## src/rtl/obb_pkg.sv

```systemverilog
// +----------------------------------------------------------------------+
// | obb_pkg: shared OBB state, impulse and scheduler types               |
// | Rev 1.0                                                              |
// +----------------------------------------------------------------------+
`default_nettype none

package obb_pkg;

    typedef struct packed {
        logic signed [31:0] pos_x;
        logic signed [31:0] pos_y;
        logic signed [31:0] vel_x;
        logic signed [31:0] vel_y;
        logic signed [15:0] ang;
        logic signed [15:0] omega;
    } obb_t;

    localparam int OBB_W     = $bits(obb_t);
    localparam int IMP_W     = 64;
    localparam int ROT_W     = 11;
    // Widest body index the latched impulse can hold; IDX_W must not exceed it.
    localparam int IDX_MAX_W = 8;

    typedef struct packed {
        logic [IDX_MAX_W-1:0] idx;
        logic [IMP_W-1:0]     vec;
        logic [ROT_W-1:0]     rot;
    } impulse_t;

    typedef enum logic [2:0] {
        IDLE      = 3'd0,
        IMP_WAIT  = 3'd1,
        IMP_READ  = 3'd2,
        IMP_APPLY = 3'd3,
        INT_RUN   = 3'd4,
        INT_LAST  = 3'd5,
        DONE      = 3'd6
    } sched_state_e;

endpackage

`default_nettype wire

```

## src/rtl/obb_update_scheduler.sv

```systemverilog
// +----------------------------------------------------------------------+
// | obb_update_scheduler: per-frame impulse/integrate sequencer for the  |
// | shared obb_updater and OBB state RAM.                Rev 1.0         |
// +----------------------------------------------------------------------+
`default_nettype none

module obb_update_scheduler #(
    parameter int NUM_OBB = 8,
    parameter int IDX_W   = 3,
    parameter int OBB_W   = obb_pkg::OBB_W
) (
    input  logic             clk,
    input  logic             rst_n,
    input  logic             frame_tick,
    input  logic             solver_done,
    input  logic             imp_valid,
    output logic             imp_ready,
    input  logic [IDX_W-1:0] imp_idx,
    input  logic [63:0]      imp_vec,
    input  logic [10:0]      imp_rot,
    output logic             rd_en,
    output logic [IDX_W-1:0] rd_addr,
    input  logic [OBB_W-1:0] rd_data,
    output logic             wr_en,
    output logic [IDX_W-1:0] wr_addr,
    output logic [OBB_W-1:0] wr_data,
    output logic             upd_impulse_en,
    output logic             upd_update_en,
    output logic [63:0]      upd_impulse,
    output logic [10:0]      upd_rot,
    output logic [OBB_W-1:0] upd_prev,
    input  logic [OBB_W-1:0] upd_next,
    output logic             busy,
    output logic             frame_done,
    output logic             frame_overrun
);
    import obb_pkg::*;

    localparam logic [IDX_W-1:0] c_last_idx = IDX_W'(NUM_OBB - 1);

    sched_state_e     r_state, w_state_nxt;
    logic [IDX_W-1:0] r_cnt, w_cnt_nxt;
    impulse_t         r_imp, w_imp_nxt;
    logic             w_imp_in_range;
    logic [IDX_W-1:0] w_imp_addr;

    assign upd_prev       = rd_data;
    assign wr_data        = upd_next;
    assign busy           = (r_state != IDLE);
    assign frame_overrun  = frame_tick && busy;
    assign w_imp_addr     = r_imp.idx[IDX_W-1:0];
    // Out-of-range entries still take their slot but never touch the RAM.
    assign w_imp_in_range = (32'(r_imp.idx) < NUM_OBB);

    always_ff @(posedge clk or negedge rst_n) begin
        if (!rst_n) begin
            r_state <= IDLE;
            r_cnt   <= '0;
            r_imp   <= '0;
        end else begin
            r_state <= w_state_nxt;
            r_cnt   <= w_cnt_nxt;
            r_imp   <= w_imp_nxt;
        end
    end

    always_comb begin
        w_state_nxt    = r_state;
        w_cnt_nxt      = r_cnt;
        w_imp_nxt      = r_imp;
        imp_ready      = 1'b0;
        rd_en          = 1'b0;
        rd_addr        = '0;
        wr_en          = 1'b0;
        wr_addr        = '0;
        upd_impulse_en = 1'b0;
        upd_update_en  = 1'b0;
        upd_impulse    = '0;
        upd_rot        = '0;
        frame_done     = 1'b0;

        case (r_state)
            IDLE: begin
                if (frame_tick) begin
                    w_state_nxt = IMP_WAIT;
                end
            end
            IMP_WAIT: begin
                imp_ready = imp_valid;
                if (imp_valid) begin
                    w_imp_nxt.idx = IDX_MAX_W'(imp_idx);
                    w_imp_nxt.vec = imp_vec;
                    w_imp_nxt.rot = imp_rot;
                    w_state_nxt   = IMP_READ;
                end else if (solver_done) begin
                    w_cnt_nxt   = '0;
                    w_state_nxt = INT_RUN;
                end
            end
            IMP_READ: begin
                rd_en       = w_imp_in_range;
                rd_addr     = w_imp_addr;
                upd_impulse = r_imp.vec;
                upd_rot     = r_imp.rot;
                w_state_nxt = IMP_APPLY;
            end
            IMP_APPLY: begin
                upd_impulse_en = 1'b1;
                upd_impulse    = r_imp.vec;
                upd_rot        = r_imp.rot;
                wr_en          = w_imp_in_range;
                wr_addr        = w_imp_addr;
                w_state_nxt    = IMP_WAIT;
            end
            INT_RUN: begin
                // Read body k while writing back body k-1 read last cycle.
                rd_en   = 1'b1;
                rd_addr = r_cnt;
                if (r_cnt != '0) begin
                    wr_en         = 1'b1;
                    wr_addr       = r_cnt - 1'b1;
                    upd_update_en = 1'b1;
                end
                if (r_cnt == c_last_idx) begin
                    w_state_nxt = INT_LAST;
                end else begin
                    w_cnt_nxt = r_cnt + 1'b1;
                end
            end
            INT_LAST: begin
                wr_en         = 1'b1;
                wr_addr       = c_last_idx;
                upd_update_en = 1'b1;
                w_state_nxt   = DONE;
            end
            DONE: begin
                frame_done  = 1'b1;
                w_state_nxt = IDLE;
            end
            default: begin
                w_state_nxt = IDLE;
            end
        endcase
    end

endmodule

`default_nettype wire

```

## config.mk

```make
export PLATFORM = sky130hd
export DESIGN_NAME = obb_update_scheduler
export DESIGN_NICKNAME = d
export VERILOG_FILES = /design/src/rtl/obb_pkg.sv /design/src/rtl/obb_update_scheduler.sv
export SDC_FILE = /design/constraint.sdc
export NUM_CORES = 1
export LEC_CHECK = 0
export BUFFER_PORTS_ARGS = -buffer_cell sky130_fd_sc_hd__buf_2
export CORE_AREA = 2 2 320 322
export DETAILED_ROUTE_END_ITERATION = 6
export DIE_AREA = 0 0 322 324
export PLACE_DENSITY = 0.3
export SLEW_MARGIN = 20
export SYNTH_ARGS = -nofsm -noshare
export SYNTH_HDL_FRONTEND = slang
export SYNTH_SLANG_ARGS = --single-unit
export TNS_END_PERCENT = 5
```

## constraint.sdc

```tcl
create_clock -name clk -period 1.9 [get_ports clk]
set_input_delay 0.19 -clock clk [delete_from_list [all_inputs] [get_ports clk]]
set_output_delay 0.19 -clock clk [all_outputs]
set_load 0.01 [all_outputs]
```

== Word level (Yosys, flattened, before mapping) ==
Cells that the tools add are included.
Storage, ports and cells
  output and inout bits: 409
  input bits: 403
  bits in registers: 84
  word-level logic and storage cells: 51
Operators by class
  add/subtract/negate cells: 2
  equality and inequality tests: 13
  mux-type cells: 21
  magnitude comparators: 1
  reductions and logical operators: 9
Operators with widths (count)
  $mux 64: 1
  $mux 3: 8
  $pmux 3 s6: 1
  $eq 3x3->1 const B: 4
  $pmux 3 s2: 2
  $mux 11: 1
  $ne 2x2->1 const B: 5
  $pmux 3 s3: 1
  $eq 3x2->1 const B: 2
  $reduce_bool 3->1: 2
  $lt 3x4->1 const B: 1
  $mux 1: 4
  $pmux 1 s2: 2
  $reduce_and 4->1: 1
  $add 3x1->3 const B: 1
  $eq 3x1->1 const B: 1
  $logic_not 3->1: 1
  $ne 3x3->1 const B: 1
  $pmux 1 s3: 1
  $reduce_and 3->1: 1
  $sub 3x1->3 const B: 1
  $reduce_and 2->1: 1
  $reduce_bool 2->1: 1
  $reduce_or 2->1: 1
  $logic_and 1x1->1: 1

== Logic depth before layout (Yosys ltp) ==
  word-level depth: 3
  mapped depth: 6
  gate-level depth less buffers: 6

== Worst setup path before layout ==
No wires, ideal clock.
  path type: reg-to-reg
  from: register r_state[2]
  to: register r_imp[12] (netlist bit)
  clock period less this slack: 1.624 ns
  stages on the path, launching flop included: 5
  setup slack: 0.276 ns
  setup time: 0.128 ns
  arrival time: 1.497 ns
  data required time: 1.772 ns
  buffers on the path: 2
  cells stage by stage: dfrtp_1 -> nor4b_4 -> buf_2 -> buf_6 -> mux2_1
On the way
  longest elaborated chain between the ends: 2
RTL lines
  from (decl): line obb_update_scheduler.sv:41  | sched_state_e r_state, w_state_nxt;
  from (signal assigned): line obb_update_scheduler.sv:61  | r_state <= w_state_nxt;
  $eq 3x1->1: line obb_update_scheduler.sv:82  | case (r_state)
  $reduce_and 2->1 (no source line)
  to (signal assigned): line obb_update_scheduler.sv:63  | r_imp <= w_imp_nxt;
  to (decl): line obb_update_scheduler.sv:43  | impulse_t r_imp, w_imp_nxt;
No other way between the ends.
A chain may end at the register's enable or synchronous reset.

== Worst setup path in the final report ==
  from: register r_state[1]
  to: output port frame_overrun
On the way
  longest elaborated chain between the ends: 2
RTL lines
  $reduce_bool 3->1: line obb_update_scheduler.sv:49  | assign busy = (r_state != IDLE);
  $logic_and 1x1->1: line obb_update_scheduler.sv:50  | assign frame_overrun = frame_tick && busy;
  to (decl): line obb_update_scheduler.sv:35  | output logic frame_overrun
No other way between the ends.

==> impl_metrics.json <==
{
  "h-tree-depth": 3,
  "core_um2": 101000,
  "min_path_cells": 2,
  "reg2reg_from": "r_state[1]$_DFFE_PN0P_",
  "layout_commonest_cell": "buf_2",
  "r2r_end": "r_imp[5]$_DFFE_PN0P_",
  "avgSynthCellArea_um2": 10.0,
  "synth.distinct_cells": 32,
  "antenna_found_initial": 9,
  "critPathMaxFanout": 7,
  "post-route-period-util_pct": 100,
  "start_kind": "flop",
  "gp_congestion": 0.712,
  "place_area_um2": 6570,
  "path_delay_family": "simple AND/OR/NAND/NOR gates",
  "path_buf_inv": 2,
  "drtIter0Drc": 101,
  "worstPathRequired_ps": 1710,
  "io_pins": 812,
  "finalCriticalPeriod_ps": 1910,
  "rows": 117,
  "netlist_instances": 632,
  "synth-seq-cells": 84,
  "num-nets-final": 921,
  "die_w_um": 322,
  "p_per_area_nw_per_um2": 1380,
  "grt_max_degree": 37,
  "outcome": "finished, violations left",
  "grt_pass1_vias": 4222,
  "cp_slowest_cell": "dfrtp_2",
  "violations": "setup timing",
  "avgRoutedWirePerCell_um": 23.9,
  "die_area_um2": 104000,
  "worst_pin_slew_ps": 530,
  "vdd_drop_max_v": 0.000623,
  "timing.fmax_ghz": 0.524,
  "max_stage_delay_ps": 480,
  "firstDrtPassIters": 4,
  "stdcell_count": 1828,
  "crit_type": "flop to output pin",
  "setup_viol": 1,
  "grt.total_usage_pct": 7.92,
  "fin_area_um2": 7400,
  "grt_pass1_wl_um": 51700,
  "rsz0062_at_grt": "yes",
  "layout_common_cells": "buf_2, dfrtp_1, mux2_2, and2_1",
  "postRouteAntennaNets": 0,
  "viasPerCell": 2.08,
  "layout-drive-gt1-share_pct": 64.3,
  "globalRouteOverflowTotal": 0,
  "hold_path_end": "r_imp[12]$_DFFE_PN0P_",
  "hold_viol_final": 0,
  "drc": 0,
  "r2r_cells": 5,
  "root_buffer": "clkbuf_16",
  "max_slew_margin_pct": 64.6,
  "clk_latency_ps": 370,
  "netlist_area_um2": 6320,
  "r2r_slack_ps": 110,
  "cts.sinks": 84,
  "crit_chain": "buf_6, or3_4, and2_4, buf_6",
  "synth_nets": 1040,
  "ys_seq_area_share_pct": 33.3,
  "area_growth_pct": 17.0,
  "dp.final_hpwl_um": 38300,
  "crit_top_cell": "buf_6",
  "setup_slack_ps": -8.91,
  "fin_skew_ps": 14.5,
  "cts_tree": "done",
  "portBuffers": 171,
  "min_from": "imp_vec[1]",
  "min_path_type": "primary input to flop",
  "routed_wl_um": 43600,
  "start_util_pct": 6.26,
  "dpl.cell_count": 1793,
  "clk_pin_slew_ps": 80,
  "cp-end-kind": "output pin",
  "cp.arrival_ps": 1720,
  "dr_total_vias": 3802,
  "leakagePower_nw": 2.94,
  "yosys_warnings": 0,
  "cts_buffers": 9,
  "drv_cap": 0,
  "clock_path_buffers": 2,
  "slew_viol_final": 0,
  "die_y_um": 324
}
-- flip-flops by register name, indices dropped and copies added (netlist names) --
name / count
r_imp: 78
r_state: 3
r_cnt: 3
-- worst max path at each step --
stage / start / end / slack (ps) / depth (start not counted)
floorplan: r_state[2]$_DFFE_PN0P_ / r_imp[12]$_DFFE_PN0P_ / 280 / 4
global placement: r_state[2]$_DFFE_PN0P_ / rd_en / -150 / 5
detailed placement: r_state[2]$_DFFE_PN0P_ / rd_en / -140 / 5
CTS: r_state[1]$_DFFE_PN0P_ / frame_overrun / -50 / 4
global route: r_state[1]$_DFFE_PN0P_ / rd_addr[1] / -70 / 6
finish: r_state[1]$_DFFE_PN0P_ / frame_overrun / -9 / 4
-- area by class of cell --
cell class                      instances  area [um^2]
Fill cell                           11800        93600
Sequential cell                        84         2110
Multi-Input combinational cell        203         1850
Tap cell                             1309         1640
Timing Repair Buffer                  209         1470
Clock buffer                            9          225
Clock inverter                          7         80.1
Inverter                                6         25.0
Antenna cell                            1         2.50
-- report_power, final --
group / internal [mW] / switching, mW
Clock: 1.04 / 0.850
Combinational: 2.83 / 2.23
Sequential: 2.71 / 0.575
-- Yosys cell counts, drive strengths merged --
cell,instances,area [um^2]
nor4b,1,23.8
a31o,2,17.5
inv,6,22.5
o2bb2ai,1,8.76
nor2,8,30.0
mux2i,2,20.0
nand3,1,5.00
and3,3,18.8
clkbuf,10,37.5
a32o,1,10.0
a22o,1,8.76
mux2,78,878
or3,2,12.5
a22oi,3,22.5
nand3b,1,7.51
nor2b,3,18.8
ha,5,62.6
nand2,2,7.51
dfrtp,84,2100
or2,1,6.26
and2,76,475
or4,1,7.51
nand2b,2,12.5
a21o,1,7.51
o32ai,1,8.76
a21oi,4,20.0
o21ai,3,15.0
buf,329,2450
-- cells by family after synthesis --
| group | after synthesis | share of synthesized area (%) |
|---|---|---|
| AOI/OAI and AO/OA | 17 | 1.88 |
| adders and majority gates | 5 | 0.990 |
| buffers and inverters | 345 | 39.8 |
| DFF | 84 | 33.3 |
| muxes | 80 | 14.2 |
| and+or+nand+nor | 101 | 9.90 |
-- worst reg2reg max path: stages (launching register included) --
cell and delay [ps]:
dfrtp_2 480, nor4b_4 350, buf_12 170, buf_6 160, buf_12 170, mux2_2 340
-- layer usage --
layer | up-vias | global-route usage, % | part of all wire [%]
met5 | - | 0 | 0.16
met2 | 516 | 11.1 | 41
met3 | 148 | 12.4 | 34
met1 | 1667 | 4.40 | 19
met4 | 14 | 5.06 | 6.5
li1 | 1457 | - | -
-- timing repair --
item	CTS	global route
hold buffers	1	0
endpoints found under the setup margin	87	80
endpoints found under the hold margin	33	0
setup buffers	12	3
gates resized for setup	37	41
pin swaps	5	19
cloned	1	1
-- through the flow --
step	utilization (%)	power (mW)	hold WS (ps)	setup TNS (ps)	setup WS (ps)
6_report	7.32	10.2	36.0	-8.91	-8.91
5_1_grt	7.32	11.0	16.1	-1200	-69.1
4_1_cts	7.09	10.1	13.2	-104	-45.2
3_5_place_dp	6.51	7.45	214	-138	-138
3_3_place_gp	6.51	7.45	215	-152	-152
2_1_floorplan	-	6.17	-106	0	276
Power figures use the tool's default switching activity.
